[src/rtl/hazard_fwd_unit_if.sv]
// Decode-side bus of the hazard/forwarding unit: the ID instruction fields
// and flush go in, stall, operand selects and perf counters come out.
interface hazard_fwd_unit_if #(
  parameter int REG_AW     = 5,
  parameter int FWD_STAGES = 2,
  parameter int CNT_W      = 32
);

  localparam int SW = $clog2(FWD_STAGES + 1);

  logic              id_valid;
  logic [REG_AW-1:0] id_rs1;
  logic [REG_AW-1:0] id_rs2;
  logic              id_rs1_used;
  logic              id_rs2_used;
  logic [REG_AW-1:0] id_rd;
  logic              id_regwrite;
  logic              id_memread;
  logic              flush;

  logic              stall;
  logic [SW-1:0]     fwd_sel1;
  logic [SW-1:0]     fwd_sel2;
  logic [CNT_W-1:0]  stall_count;
  logic [CNT_W-1:0]  fwd_count;

  // Decoder side: presents the instruction in ID and consumes the steering.
  modport master (
    output id_valid, id_rs1, id_rs2, id_rs1_used, id_rs2_used,
           id_rd, id_regwrite, id_memread, flush,
    input  stall, fwd_sel1, fwd_sel2, stall_count, fwd_count
  );

  // Hazard unit side.
  modport slave (
    input  id_valid, id_rs1, id_rs2, id_rs1_used, id_rs2_used,
           id_rd, id_regwrite, id_memread, flush,
    output stall, fwd_sel1, fwd_sel2, stall_count, fwd_count
  );

endinterface

[src/rtl/hazard_fwd_unit.sv]
// Hazard detection and operand forwarding for the in-order pipeline.
// A short scoreboard follows every instruction leaving ID through the
// post-decode stages; the youngest in-flight writer of a source register
// decides where that operand comes from, and a load that has not yet
// produced its data holds ID for a cycle.
module hazard_fwd_unit #(
  parameter int REG_AW     = 5,
  parameter int FWD_STAGES = 2,
  parameter int LOAD_LAT   = 1,
  parameter int CNT_W      = 32
) (
  input  logic              clk,
  input  logic              rst,
  hazard_fwd_unit_if.slave  bus
);

  localparam int SW = $clog2(FWD_STAGES + 1);

  // One scoreboard slot: valid, destination, writes-rd, is-a-load.
  typedef struct packed {
    logic              v;
    logic [REG_AW-1:0] rd;
    logic              wr;
    logic              ld;
  } entry_t;

  // Index k is the stage number: 1 = EX, 2 = MEM, ...
  entry_t           r_sb [1:FWD_STAGES];
  logic [CNT_W-1:0] r_stallCnt;
  logic [CNT_W-1:0] r_fwdCnt;

  logic [SW-1:0]    w_pick1;
  logic [SW-1:0]    w_pick2;
  logic             w_haz1;
  logic             w_haz2;
  logic             w_stall;
  logic [SW-1:0]    w_sel1;
  logic [SW-1:0]    w_sel2;
  logic             w_anyFwd;
  entry_t           w_newEntry;

  // An entry supplies an operand only if it really writes that register,
  // the register is not x0, and the ID instruction really reads it.
  function automatic logic entryMatches(input entry_t e,
                                        input logic [REG_AW-1:0] rs,
                                        input logic used,
                                        input logic idValid);
    return e.v && e.wr && (e.rd == rs) && (rs != '0) && used && idValid;
  endfunction

  // Scan oldest to youngest so the youngest matching producer is the one
  // left standing; remember whether it is a load still short of its data.
  always_comb begin
    w_pick1 = '0;
    w_pick2 = '0;
    w_haz1  = 1'b0;
    w_haz2  = 1'b0;
    for (int k = FWD_STAGES; k >= 1; k--) begin
      if (entryMatches(r_sb[k], bus.id_rs1, bus.id_rs1_used, bus.id_valid)) begin
        w_pick1 = SW'(k);
        w_haz1  = r_sb[k].ld && (k <= LOAD_LAT);
      end
      if (entryMatches(r_sb[k], bus.id_rs2, bus.id_rs2_used, bus.id_valid)) begin
        w_pick2 = SW'(k);
        w_haz2  = r_sb[k].ld && (k <= LOAD_LAT);
      end
    end
  end

  // A load-use operand reads the register file while ID waits; a flush
  // kills the ID instruction so there is nothing left to hold.
  always_comb begin
    w_sel1   = w_haz1 ? '0 : w_pick1;
    w_sel2   = w_haz2 ? '0 : w_pick2;
    w_stall  = (w_haz1 || w_haz2) && !bus.flush;
    w_anyFwd = (w_sel1 != '0) || (w_sel2 != '0);
  end

  // What enters EX next: a bubble whenever ID is held or killed.
  always_comb begin
    w_newEntry    = '0;
    w_newEntry.v  = bus.id_valid && !w_stall && !bus.flush;
    w_newEntry.rd = bus.id_rd;
    w_newEntry.wr = bus.id_regwrite;
    w_newEntry.ld = bus.id_memread;
  end

  // Advance the scoreboard one stage per cycle; the oldest slot falls off.
  always_ff @(posedge clk or negedge rst) begin
    if (!rst) begin
      for (int k = 1; k <= FWD_STAGES; k++) begin
        r_sb[k] <= '0;
      end
    end else begin
      for (int k = FWD_STAGES; k >= 2; k--) begin
        r_sb[k] <= r_sb[k-1];
      end
      r_sb[1] <= w_newEntry;
    end
  end

  // Saturating event counters for performance debug.
  always_ff @(posedge clk or negedge rst) begin
    if (!rst) begin
      r_stallCnt <= '0;
      r_fwdCnt   <= '0;
    end else begin
      if (w_stall && (r_stallCnt != {CNT_W{1'b1}})) begin
        r_stallCnt <= r_stallCnt + CNT_W'(1);
      end
      if (w_anyFwd && (r_fwdCnt != {CNT_W{1'b1}})) begin
        r_fwdCnt <= r_fwdCnt + CNT_W'(1);
      end
    end
  end

  assign bus.stall       = w_stall;
  assign bus.fwd_sel1    = w_sel1;
  assign bus.fwd_sel2    = w_sel2;
  assign bus.stall_count = r_stallCnt;
  assign bus.fwd_count   = r_fwdCnt;

endmodule

[src/flat_wrapper.sv]
// flat-port wrapper written by rule: the top's interface ports become plain ports
module hazard_fwd_unit_flat 
#(
  parameter int REG_AW     = 5,
  parameter int FWD_STAGES = 2,
  parameter int LOAD_LAT   = 1,
  parameter int CNT_W      = 32
)
  (clk, rst, bus_id_valid, bus_id_rs1, bus_id_rs2, bus_id_rs1_used, bus_id_rs2_used, bus_id_rd, bus_id_regwrite, bus_id_memread, bus_flush, bus_stall, bus_fwd_sel1, bus_fwd_sel2, bus_stall_count, bus_fwd_count);
  hazard_fwd_unit_if #(.REG_AW(REG_AW), .FWD_STAGES(FWD_STAGES), .CNT_W(CNT_W)) bus_i ();
  input  logic clk;
  input  logic rst;
  input wire logic [$bits(bus_i.id_valid)-1:0] bus_id_valid;
  input wire logic [$bits(bus_i.id_rs1)-1:0] bus_id_rs1;
  input wire logic [$bits(bus_i.id_rs2)-1:0] bus_id_rs2;
  input wire logic [$bits(bus_i.id_rs1_used)-1:0] bus_id_rs1_used;
  input wire logic [$bits(bus_i.id_rs2_used)-1:0] bus_id_rs2_used;
  input wire logic [$bits(bus_i.id_rd)-1:0] bus_id_rd;
  input wire logic [$bits(bus_i.id_regwrite)-1:0] bus_id_regwrite;
  input wire logic [$bits(bus_i.id_memread)-1:0] bus_id_memread;
  input wire logic [$bits(bus_i.flush)-1:0] bus_flush;
  output wire logic [$bits(bus_i.stall)-1:0] bus_stall;
  output wire logic [$bits(bus_i.fwd_sel1)-1:0] bus_fwd_sel1;
  output wire logic [$bits(bus_i.fwd_sel2)-1:0] bus_fwd_sel2;
  output wire logic [$bits(bus_i.stall_count)-1:0] bus_stall_count;
  output wire logic [$bits(bus_i.fwd_count)-1:0] bus_fwd_count;
  assign bus_i.id_valid = bus_id_valid;
  assign bus_i.id_rs1 = bus_id_rs1;
  assign bus_i.id_rs2 = bus_id_rs2;
  assign bus_i.id_rs1_used = bus_id_rs1_used;
  assign bus_i.id_rs2_used = bus_id_rs2_used;
  assign bus_i.id_rd = bus_id_rd;
  assign bus_i.id_regwrite = bus_id_regwrite;
  assign bus_i.id_memread = bus_id_memread;
  assign bus_i.flush = bus_flush;
  assign bus_stall = bus_i.stall;
  assign bus_fwd_sel1 = bus_i.fwd_sel1;
  assign bus_fwd_sel2 = bus_i.fwd_sel2;
  assign bus_stall_count = bus_i.stall_count;
  assign bus_fwd_count = bus_i.fwd_count;
  hazard_fwd_unit #(.REG_AW(REG_AW), .FWD_STAGES(FWD_STAGES), .LOAD_LAT(LOAD_LAT), .CNT_W(CNT_W)) u_core (.clk(clk), .rst(rst), .bus(bus_i));
endmodule
[config.mk]
export PLATFORM = sky130hd
export DESIGN_NAME = hazard_fwd_unit_flat
export DESIGN_NICKNAME = d
export VERILOG_FILES = /design/src/rtl/hazard_fwd_unit_if.sv /design/src/rtl/hazard_fwd_unit.sv /design/src/flat_wrapper.sv
export SDC_FILE = /design/constraint.sdc
export NUM_CORES = 1
export LEC_CHECK = 0
export ABC_AREA = 1
export CAP_MARGIN = 20
export CORE_MARGIN = 2
export CORE_UTILIZATION = 45
export DETAILED_ROUTE_END_ITERATION = 7
export PLACE_DENSITY = 0.7
export SLEW_MARGIN = 20
export SYNTH_ARGS = -nofsm -noshare
export SYNTH_HDL_FRONTEND = slang
export SYNTH_SLANG_ARGS = --single-unit
[constraint.sdc]
create_clock -name clk -period 2.1 [get_ports clk]
set_input_delay 0.525 -clock clk [delete_from_list [all_inputs] [get_ports clk]]
set_output_delay 0.525 -clock clk [all_outputs]
set_load 0.1 [all_outputs]
# ---- After elaboration in Yosys (flattened, before gate mapping)
# Cells that the tools add are included.
dict set report word_totals {
  register_bits 79
  output_inout_bits 69
}
dict set report classes {
  n_addsub 2
  n_eq_ne 6
  muxes 8
  reduce_logical 31
}
# operator count
set op_table {}
lappend op_table {{32-bit by 1-bit adder with 32-bit output (second input constant)} 2}
lappend op_table {{32-bit inequality test (second input constant)} 2}
lappend op_table {{1-bit logical AND} 23}
lappend op_table {{5-bit equality test} 4}
lappend op_table {{2-bit 2-to-1 mux} 6}
lappend op_table {{5-bit nonzero test} 2}
lappend op_table {{2-bit nonzero test} 2}
lappend op_table {{1-bit logical NOT} 2}
lappend op_table {{1-bit logical OR} 2}
lappend op_table {{1-bit 2-to-1 mux} 2}

# ---- Logic depth before layout (Yosys ltp)
# Gate-level depths: netlist of the first run.
dict set report depth {
  depth_word 11
  ltp_mapped 14
  ltp_nobuf 13
}

# ---- Worst setup path after synthesis of the first run
# Ideal clock, no wire load.
dict set report synth_timing {
  path_type {input to output}
  start {input port bus_id_rs2[3]}
  end {output port bus_fwd_sel2[1]}
  t_arrival_ns 2.497
  setup_slack_ns -0.922
  cell_stages 6
  path_buffers 0
  path_cell_list {inv_1 -> nand2_1 -> nand2_1 -> nor4_1 -> nand3_1 -> a21oi_1}
}
dict set report synth_via {
  elab_chain_cells 8
  elab_cells_between_ends 15
  cone_classes {2 x eq/ne; 4 x mux; 9 x reduce/logical}
}
# item line
set synth_rtl {}
lappend synth_rtl {{start, declared} flat_wrapper.sv:15} ;# input wire logic [$bits(bus_i.id_rs2)-1:0] bus_id_rs2;
lappend synth_rtl {{5-bit equality test} hazard_fwd_unit.sv:48} ;# return e.v && e.wr && (e.rd == rs) && (rs != '0) && used && idValid;
lappend synth_rtl {{1-bit logical AND (4 in a row)} hazard_fwd_unit.sv:48}
lappend synth_rtl {{2-bit 2-to-1 mux (2 in a row)} hazard_fwd_unit.sv:63} ;# if (entryMatches(r_sb[k], bus.id_rs2, bus.id_rs2_used, bus.id_valid)) begin
lappend synth_rtl {{2-bit 2-to-1 mux *} hazard_fwd_unit.sv:74} ;# w_sel2 = w_haz2 ? '0 : w_pick2;
lappend synth_rtl {{end, declared} flat_wrapper.sv:24} ;# output wire logic [$bits(bus_i.fwd_sel2)-1:0] bus_fwd_sel2;
# Every way passes the cells marked *; elsewhere a longest branch is shown, timed or not.

# ---- Worst setup path in the final report of the first run
dict set report layout_timing {
  start {register u_core.r_sb[11] (netlist bit)}
  end {output port bus_fwd_sel2[0]}
}
dict set report layout_via {
  elab_chain_cells 7
  elab_cells_between_ends 8
  cone_classes {1 x eq/ne; 3 x mux; 4 x reduce/logical}
}
# item line
set layout_rtl {}
lappend layout_rtl {{start, declared} hazard_fwd_unit.sv:28} ;# entry_t r_sb [1:FWD_STAGES];
lappend layout_rtl {{start signal, assigned by index} hazard_fwd_unit.sv:96} ;# r_sb[k] <= r_sb[k-1];
lappend layout_rtl {{5-bit equality test *} hazard_fwd_unit.sv:48}
lappend layout_rtl {{1-bit logical AND * (4 in a row)} hazard_fwd_unit.sv:48}
lappend layout_rtl {{2-bit 2-to-1 mux / 1-bit 2-to-1 mux (equally long branches)} hazard_fwd_unit.sv:63}
lappend layout_rtl {{2-bit 2-to-1 mux *} hazard_fwd_unit.sv:74}
# Marked as above.

==> results.yml, run 1 <==
worst_setup_path:
  reg2reg_from: "u_core.bus.stall_count[0]$_DFFE_PN0P_"
  crit_path_end_kind: "primary output"
  r2r_cells: 11
  path_class: "register to primary output"
  critical_path.max_fanout: 6
  required_ns: 1.57
  crit_path_start: "u_core.r_sb[11]$_DFF_PN0_"
  arrival_ns: 1.76
  startpoint_type: "register"
routing:
  drtIter0Drc: 228
  vias: 4988
  drc_errors: 0
  drt-total-wl_um: 13300
  viasPerCell: 5.07
  firstDrtPassIters: 6
  wl_per_cell_um: 13.5
  ant_nets: 0
yosys:
  synth_compound_area_frac: 0.0214
  synth_top_family_by_area: "simple AND/OR/NAND/NOR gates"
  synth.area.mux_share: 0
  synth_seq_area_share: 0.403
  syn-instance-count: 705
  synth-seq-cells: 79
  post_synth.cell_area_avg_um2: 6.96
  yosys_warnings: 0
  synthSimpleGateAreaFrac: 0.420
  synth_cell_type_count: 27
  syn-cell-area_mm2: 0.00491
  synthesis.nets: 730
  yosys.area_share.adder: 0.00510
  synth_xor_area_frac: 0.0750
placed_design:
  place_congestion: 0.941
  place_inst: 955
  dp_slack_ns: -0.454
  place.port_buffers: 91
  dp_hpwl_um: 9930
global_routing:
  track_usage: 0.231
  grt_antenna_before_repair: 0
  grt.overflow.total: 0
  grt_use_met3: 0.0392
  busiest_layer: "met2"
  grtUsageMet2: 0.382
  grt_max_degree: 44
  grt_pass1_wl_um: 21800
  grt_pass1_vias: 4644
  grt_use_met1: 0.313
floorplanning:
  initial_core_util: 0.457
  core_area_mm2: 0.0107
  die_area_mm2: 0.0118
  placementRows: 38
  die_y_um: 108
  die_x_um: 108
  num_io_pins: 92
clocking:
  clock-sinks: 79
  htreeDepth: 3
  root_buffer: "clkbuf_8"
  clock_latency_ns: 0.36
  cts_buffers: 9
  clockBufferDepth: 2
  cts.clk_slew.worst_paths_ns: 0.09
  cts_tree: "done"
  postCtsHoldBufs: 0
outcome:
  outcome: "complete, but fails checks"
  violations: "setup timing"
finish:
  layout.cells.non_filler: 983
  final_util: 0.657
  area_growth_pct: 43.8
  nNetsFinal: 863
  fill_cells: 934
  drive_gt1_frac: 0.268
  insertedDiodeCount: 0
sta:
  setup_viol: 5
  rsz0062_at_grt: "true"
  skew_ns: 0.0130
  whs_ns: 0.113
  max_slew_margin: 0.679
  hold_violations: 0
  maxSlewViolCount: 0
  worst-slew-pin-transition_ns: 0.481
  fmax_mhz: 437
  min_period_ns: 2.29
  fin_crit_sh: 1.09
  setup_slack_ns: -0.187
job:
  maxCapViolCount: 0
pwr:
  powerDensity_mw_per_mm2: 445
  power_leakage_nw: 3.33
  peakVddDrop_uv: 293
  p_total_w: 0.00314
worst_hold_path:
  min_path_type: "input pin to async pin"
[path summary, 6_finish.rpt]
check	endpoint	slack (ns)
max in group asynchronous	u_core.bus.stall_count[2]$_DFFE_PN0P_	1.36
max reg2reg	u_core.bus.stall_count[15]$_DFFE_PN0P_	0.15
min	u_core.r_sb[3]$_DFF_PN0_	0.11
min in group clk	u_core.r_sb[7]$_DFF_PN0_	0.42
min reg2reg	u_core.r_sb[7]$_DFF_PN0_	0.42
max	bus_fwd_sel2[0]	-0.19
[placed cells by master, fill, tap and decap left out, types with 3 or more instances in the layout]
cell / n
nor2_2: 8
xor2_1: 24
buf_6: 4
xnor2_1: 17
nand2_1: 263
nand3_1: 58
clkdlybuf4s15_1: 3
nand3_2: 5
nand2_4: 3
buf_4: 62
nand3b_1: 13
nor2_4: 8
inv_1: 60
inv_2: 9
nor3_1: 14
dfrtp_2: 34
nor2_1: 74
o21ai_0: 5
nand4_1: 11
nor3_2: 3
o21ai_1: 7
clkdlybuf4s50_1: 8
nand2_2: 16
buf_12: 48
clkbuf_8: 10
dlygate4sd2_1: 6
dfrtp_1: 45
[critical path, cell delays in order, from the launching register on]
cell and delay, ns:
dfrtp_2 0.45, inv_2 0.08, nand2_2 0.07, nand2_2 0.05
inv_2 0.05, nand2_2 0.07, nor2_4 0.12, nand2_4 0.08
buf_6 0.12, nor2_4 0.11, buf_12 0.18
[registers in the layout, summed over array words and instances (netlist names)]
register,count
u_core.bus.fwd_count,32
u_core.bus.stall_count,32
u_core.r_sb,15
[stage by stage]
stage | area (um^2) | setup TNS (ns)
after floorplan | 4970 | -0.324
after global placement | 6620 | -22.59
after detailed placement | 6620 | -25.18
after CTS | 6960 | -0.834
after global routing | 7060 | -1.28
final | 7060 | -0.830
[what timing repair did]
action / in CTS / in global routing
buffers inserted: 8 / 4
resized for setup: 48 / 27
endpoints found under the setup margin: 43 / 14
gates cloned: 0 / 0
pin swaps: 14 / 17
[cells in the mapped netlist]
| cell | number | area [um^2] |
|---|---|---|
| nand2_1 | 277 | 1040 |
| nor2_1 | 85 | 319 |
| dfrtp_1 | 79 | 1980 |
| inv_1 | 69 | 259 |
| nand3_1 | 60 | 300 |
| xor2_1 | 24 | 210 |
| xnor2_1 | 18 | 158 |
| nor3_1 | 14 | 70.1 |
| nand3b_1 | 13 | 97.6 |
| nand4_1 | 11 | 68.8 |
| o21ai_1 | 7 | 35.0 |
| buf_4 | 5 | 37.5 |
| buf_6 | 5 | 56.3 |
| nand2_2 | 5 | 31.3 |
| o21ai_0 | 5 | 25.0 |
| a21oi_1 | 4 | 20.0 |
| buf_2 | 3 | 15.0 |
| nand3_2 | 3 | 30.0 |
| nor2_2 | 3 | 18.8 |
| nor3_2 | 3 | 30.0 |
| nor4_1 | 3 | 18.8 |
| and3_1 | 2 | 12.5 |
| ha_1 | 2 | 25.0 |
| nor2_4 | 2 | 22.5 |
| a21oi_2 | 1 | 8.76 |
| inv_2 | 1 | 3.75 |
| o21ai_4 | 1 | 16.3 |
[final cells by class]
class,count,area (um^2),share of cell area
inverter,70,267,0.0378
clock inverter,5,81.3,0.0115
sequential,79,2020,0.286
clock buffer,11,141,0.0200
tap,140,175,0.0248
multi-input combinational,543,2710,0.384
timing repair buffer,135,1660,0.235
[power breakdown]
| part | internal (W) | switching (W) |
|---|---|---|
| sequential | 0.00154 | 0.0000272 |
| combinational | 0.000113 | 0.000182 |
| clock | 0.000703 | 0.000573 |
| total | 0.00236 | 0.000782 |
[routing by layer]
layer  up-vias  part of all wire
met3        14             0.048
li1       2472                 -
met2       151              0.48
met4         0             0.013
met5         -                 0
met1      2351              0.45
[kinds of logic after synthesis]
kind of cell             after synthesis
buffers and inverters                 83
flip-flops                            79
AO/OA/AOI/OAI                         18
adder cells (fa/ha/maj)                2
AND/OR/NAND/NOR                      481
XOR/XNOR                              42
No activity file was read; power rests on OpenSTA's default activity.
==> run 2: changes to the inputs <==
- PLACE_DENSITY: 0.7 -> unset
- PLACE_DENSITY_LB_ADDON: unset -> 0.25
- SKIP_LAST_GASP: unset -> 1
==> run 2 against run 1 <==
  * The run still ends with setup timing left
  * Critical path depth fell by 2
  * Via count increased by 1.8%
  * Count of clock-buffer cells in the layout grew 1
  * Critical endpoint is now bus_fwd_sel2[1]
  * Combinational power increased by 2%
  * First-iteration DRC count increased by 34%
  * Total power decreased by 7.3%
  * Register-to-register slack got worse by 0.18 ns
  * Largest cell class unchanged
  * Sequential share of layout area down 0.83 points
  * Hold slack better by 0.015 ns
  * Fmax up 0.32%
==> results.yml, run 2 (synthesized netlist as in run 1, its figures left out) <==
sta:
  setup_viol: 13
  fmax_mhz: 439
  rsz0062_at_grt: "true"
  maxSlewViolCount: 0
  max_slew_margin: 0.637
  fin_crit_sh: 1.09
  worst-slew-pin-transition_ns: 0.545
  setup_slack_ns: -0.180
  min_period_ns: 2.28
  hold_violations: 0
  setup_tns_ns: -1.03
  skew_ns: 0.0174
finish:
  insertedDiodeCount: 0
  drive_gt1_frac: 0.288
  area_growth_pct: 48.2
  fill_cells: 903
  final_util: 0.677
  nNetsFinal: 878
  seqCellArea_mm2: 0.00202
  mostFrequentLayoutCells: "nand2_1, nor2_1, buf_4, inv_1, nand3_1"
  multi_input_area_mm2: 0.00276
  final_common_cell: "nand2_1"
clocking:
  cts_tree: "done"
  root_buffer: "clkbuf_8"
  clock_latency_ns: 0.37
  cts_buffers: 9
  clockBufferDepth: 2
  cts.clk_slew.worst_paths_ns: 0.09
  clock-sinks: 79
  htreeDepth: 3
  postCtsHoldBufs: 0
floorplanning:
  placementRows: 38
  num_io_pins: 92
  initial_core_util: 0.457
  die_y_um: 108
  core_area_mm2: 0.0107
  die_area_mm2: 0.0118
  die_x_um: 108
routing:
  drtIter0Drc: 305
  drt-total-wl_um: 14400
  ant_nets: 0
  firstDrtPassIters: 5
  vias: 5077
  drc_errors: 0
  viasPerCell: 5.09
  wl_per_cell_um: 14.4
global_routing:
  grt_pass1_wl_um: 23100
  grt_pass1_vias: 4818
  grt_max_degree: 42
  grt.overflow.total: 0
  track_usage: 0.250
  grt_antenna_before_repair: 0
placed_design:
  place.port_buffers: 91
  dp_hpwl_um: 9970
  dp_slack_ns: -0.562
  place_congestion: 0.934
worst_setup_path:
  arrival_ns: 1.76
  path_class: "register to primary output"
  startpoint_type: "register"
  required_ns: 1.57
  critical_path.max_fanout: 6
  crit_path_end_kind: "primary output"
job:
  maxCapViolCount: 0
outcome:
  outcome: "complete, but fails checks"
  violations: "setup timing"
pwr:
  powerDensity_mw_per_mm2: 400
  power_leakage_nw: 3.45
  peakVddDrop_uv: 380
worst_hold_path:
  min_path_type: "input pin to async pin"
==> run 2: worst max-delay path, stage by stage (launching register included) <==
cell and delay, ns:
dfrtp_2 0.47, inv_2 0.09, nand2_1 0.09, nand3_4 0.10, nor2_4 0.04, buf_4 0.12
buf_4 0.13, a21oi_4 0.15, buf_12 0.19
==> run 2: timing repair <==
item                                    CTS  global route
gates cloned                              5             1
setup buffers                            16             7
endpoints found under the setup margin   41            53
pin swaps                                23            18
resized for setup                        56            39
==> run 2: layer usage <==
layer | global-route usage | wire length, um | up-vias
li1 | - | - | 2488
met1 | 0.337 | 6320 | 2390
met2 | 0.414 | 6960 | 176
met3 | 0.0410 | 872 | 23
met4 | 0.0705 | 204 | 0
met5 | 0 | 0 | -
==> run 2: area by class of cell <==
class,count,share of cell area
Timing Repair Buffer,150,0.259
Sequential cell,79,0.278
Clock buffer,12,0.0200
Tap cell,140,0.0241
Inverter,70,0.0367
Multi-Input combinational cell,543,0.380
Clock inverter,4,0.00310
==> run 2: worst paths after layout <==
path,startpoint,endpoint,slack (ns),cells past startpoint
min in group clk,u_core.r_sb[9]$_DFF_PN0_,u_core.r_sb[1]$_DFF_PN0_,0.40,0
setup reg to reg,u_core.r_sb[11]$_DFF_PN0_,u_core.bus.fwd_count[25]$_DFFE_PN0P_,-0.03,15
hold reg to reg,u_core.r_sb[9]$_DFF_PN0_,u_core.r_sb[1]$_DFF_PN0_,0.40,0
max in group asynchronous,rst,u_core.bus.stall_count[8]$_DFFE_PN0P_,1.39,2
hold / removal,rst,u_core.r_sb[3]$_DFF_PN0_,0.13,1
setup / recovery,u_core.r_sb[13]$_DFF_PN0_,bus_fwd_sel2[1],-0.18,8
==> run 2: power by group <==
part           total [W]  switching (W)  internal, W
registers        0.00157      0.0000252      0.00154
logic           0.000300       0.000182     0.000118
clock network    0.00104       0.000585     0.000457
total            0.00291       0.000792      0.00212
==> run 2: stage by stage <==
stage                     area [um^2]  instances  hold slack (ns)  total power (W)
after floorplan                  4970        705            0.229          0.00171
after global placement           6670        959            0.357          0.00185
after detailed placement         6670        959            0.360          0.00186
after CTS                        7170        994            0.142          0.00290
after global routing             7270        998            0.174          0.00303
final                            7270        998            0.128          0.00291
==> run 3: changes to the inputs <==
- CTS_CLUSTER_SIZE: unset -> 12
==> results of run 3 <==
The final DEF is identical to that of run 2; final timing and power are the same.
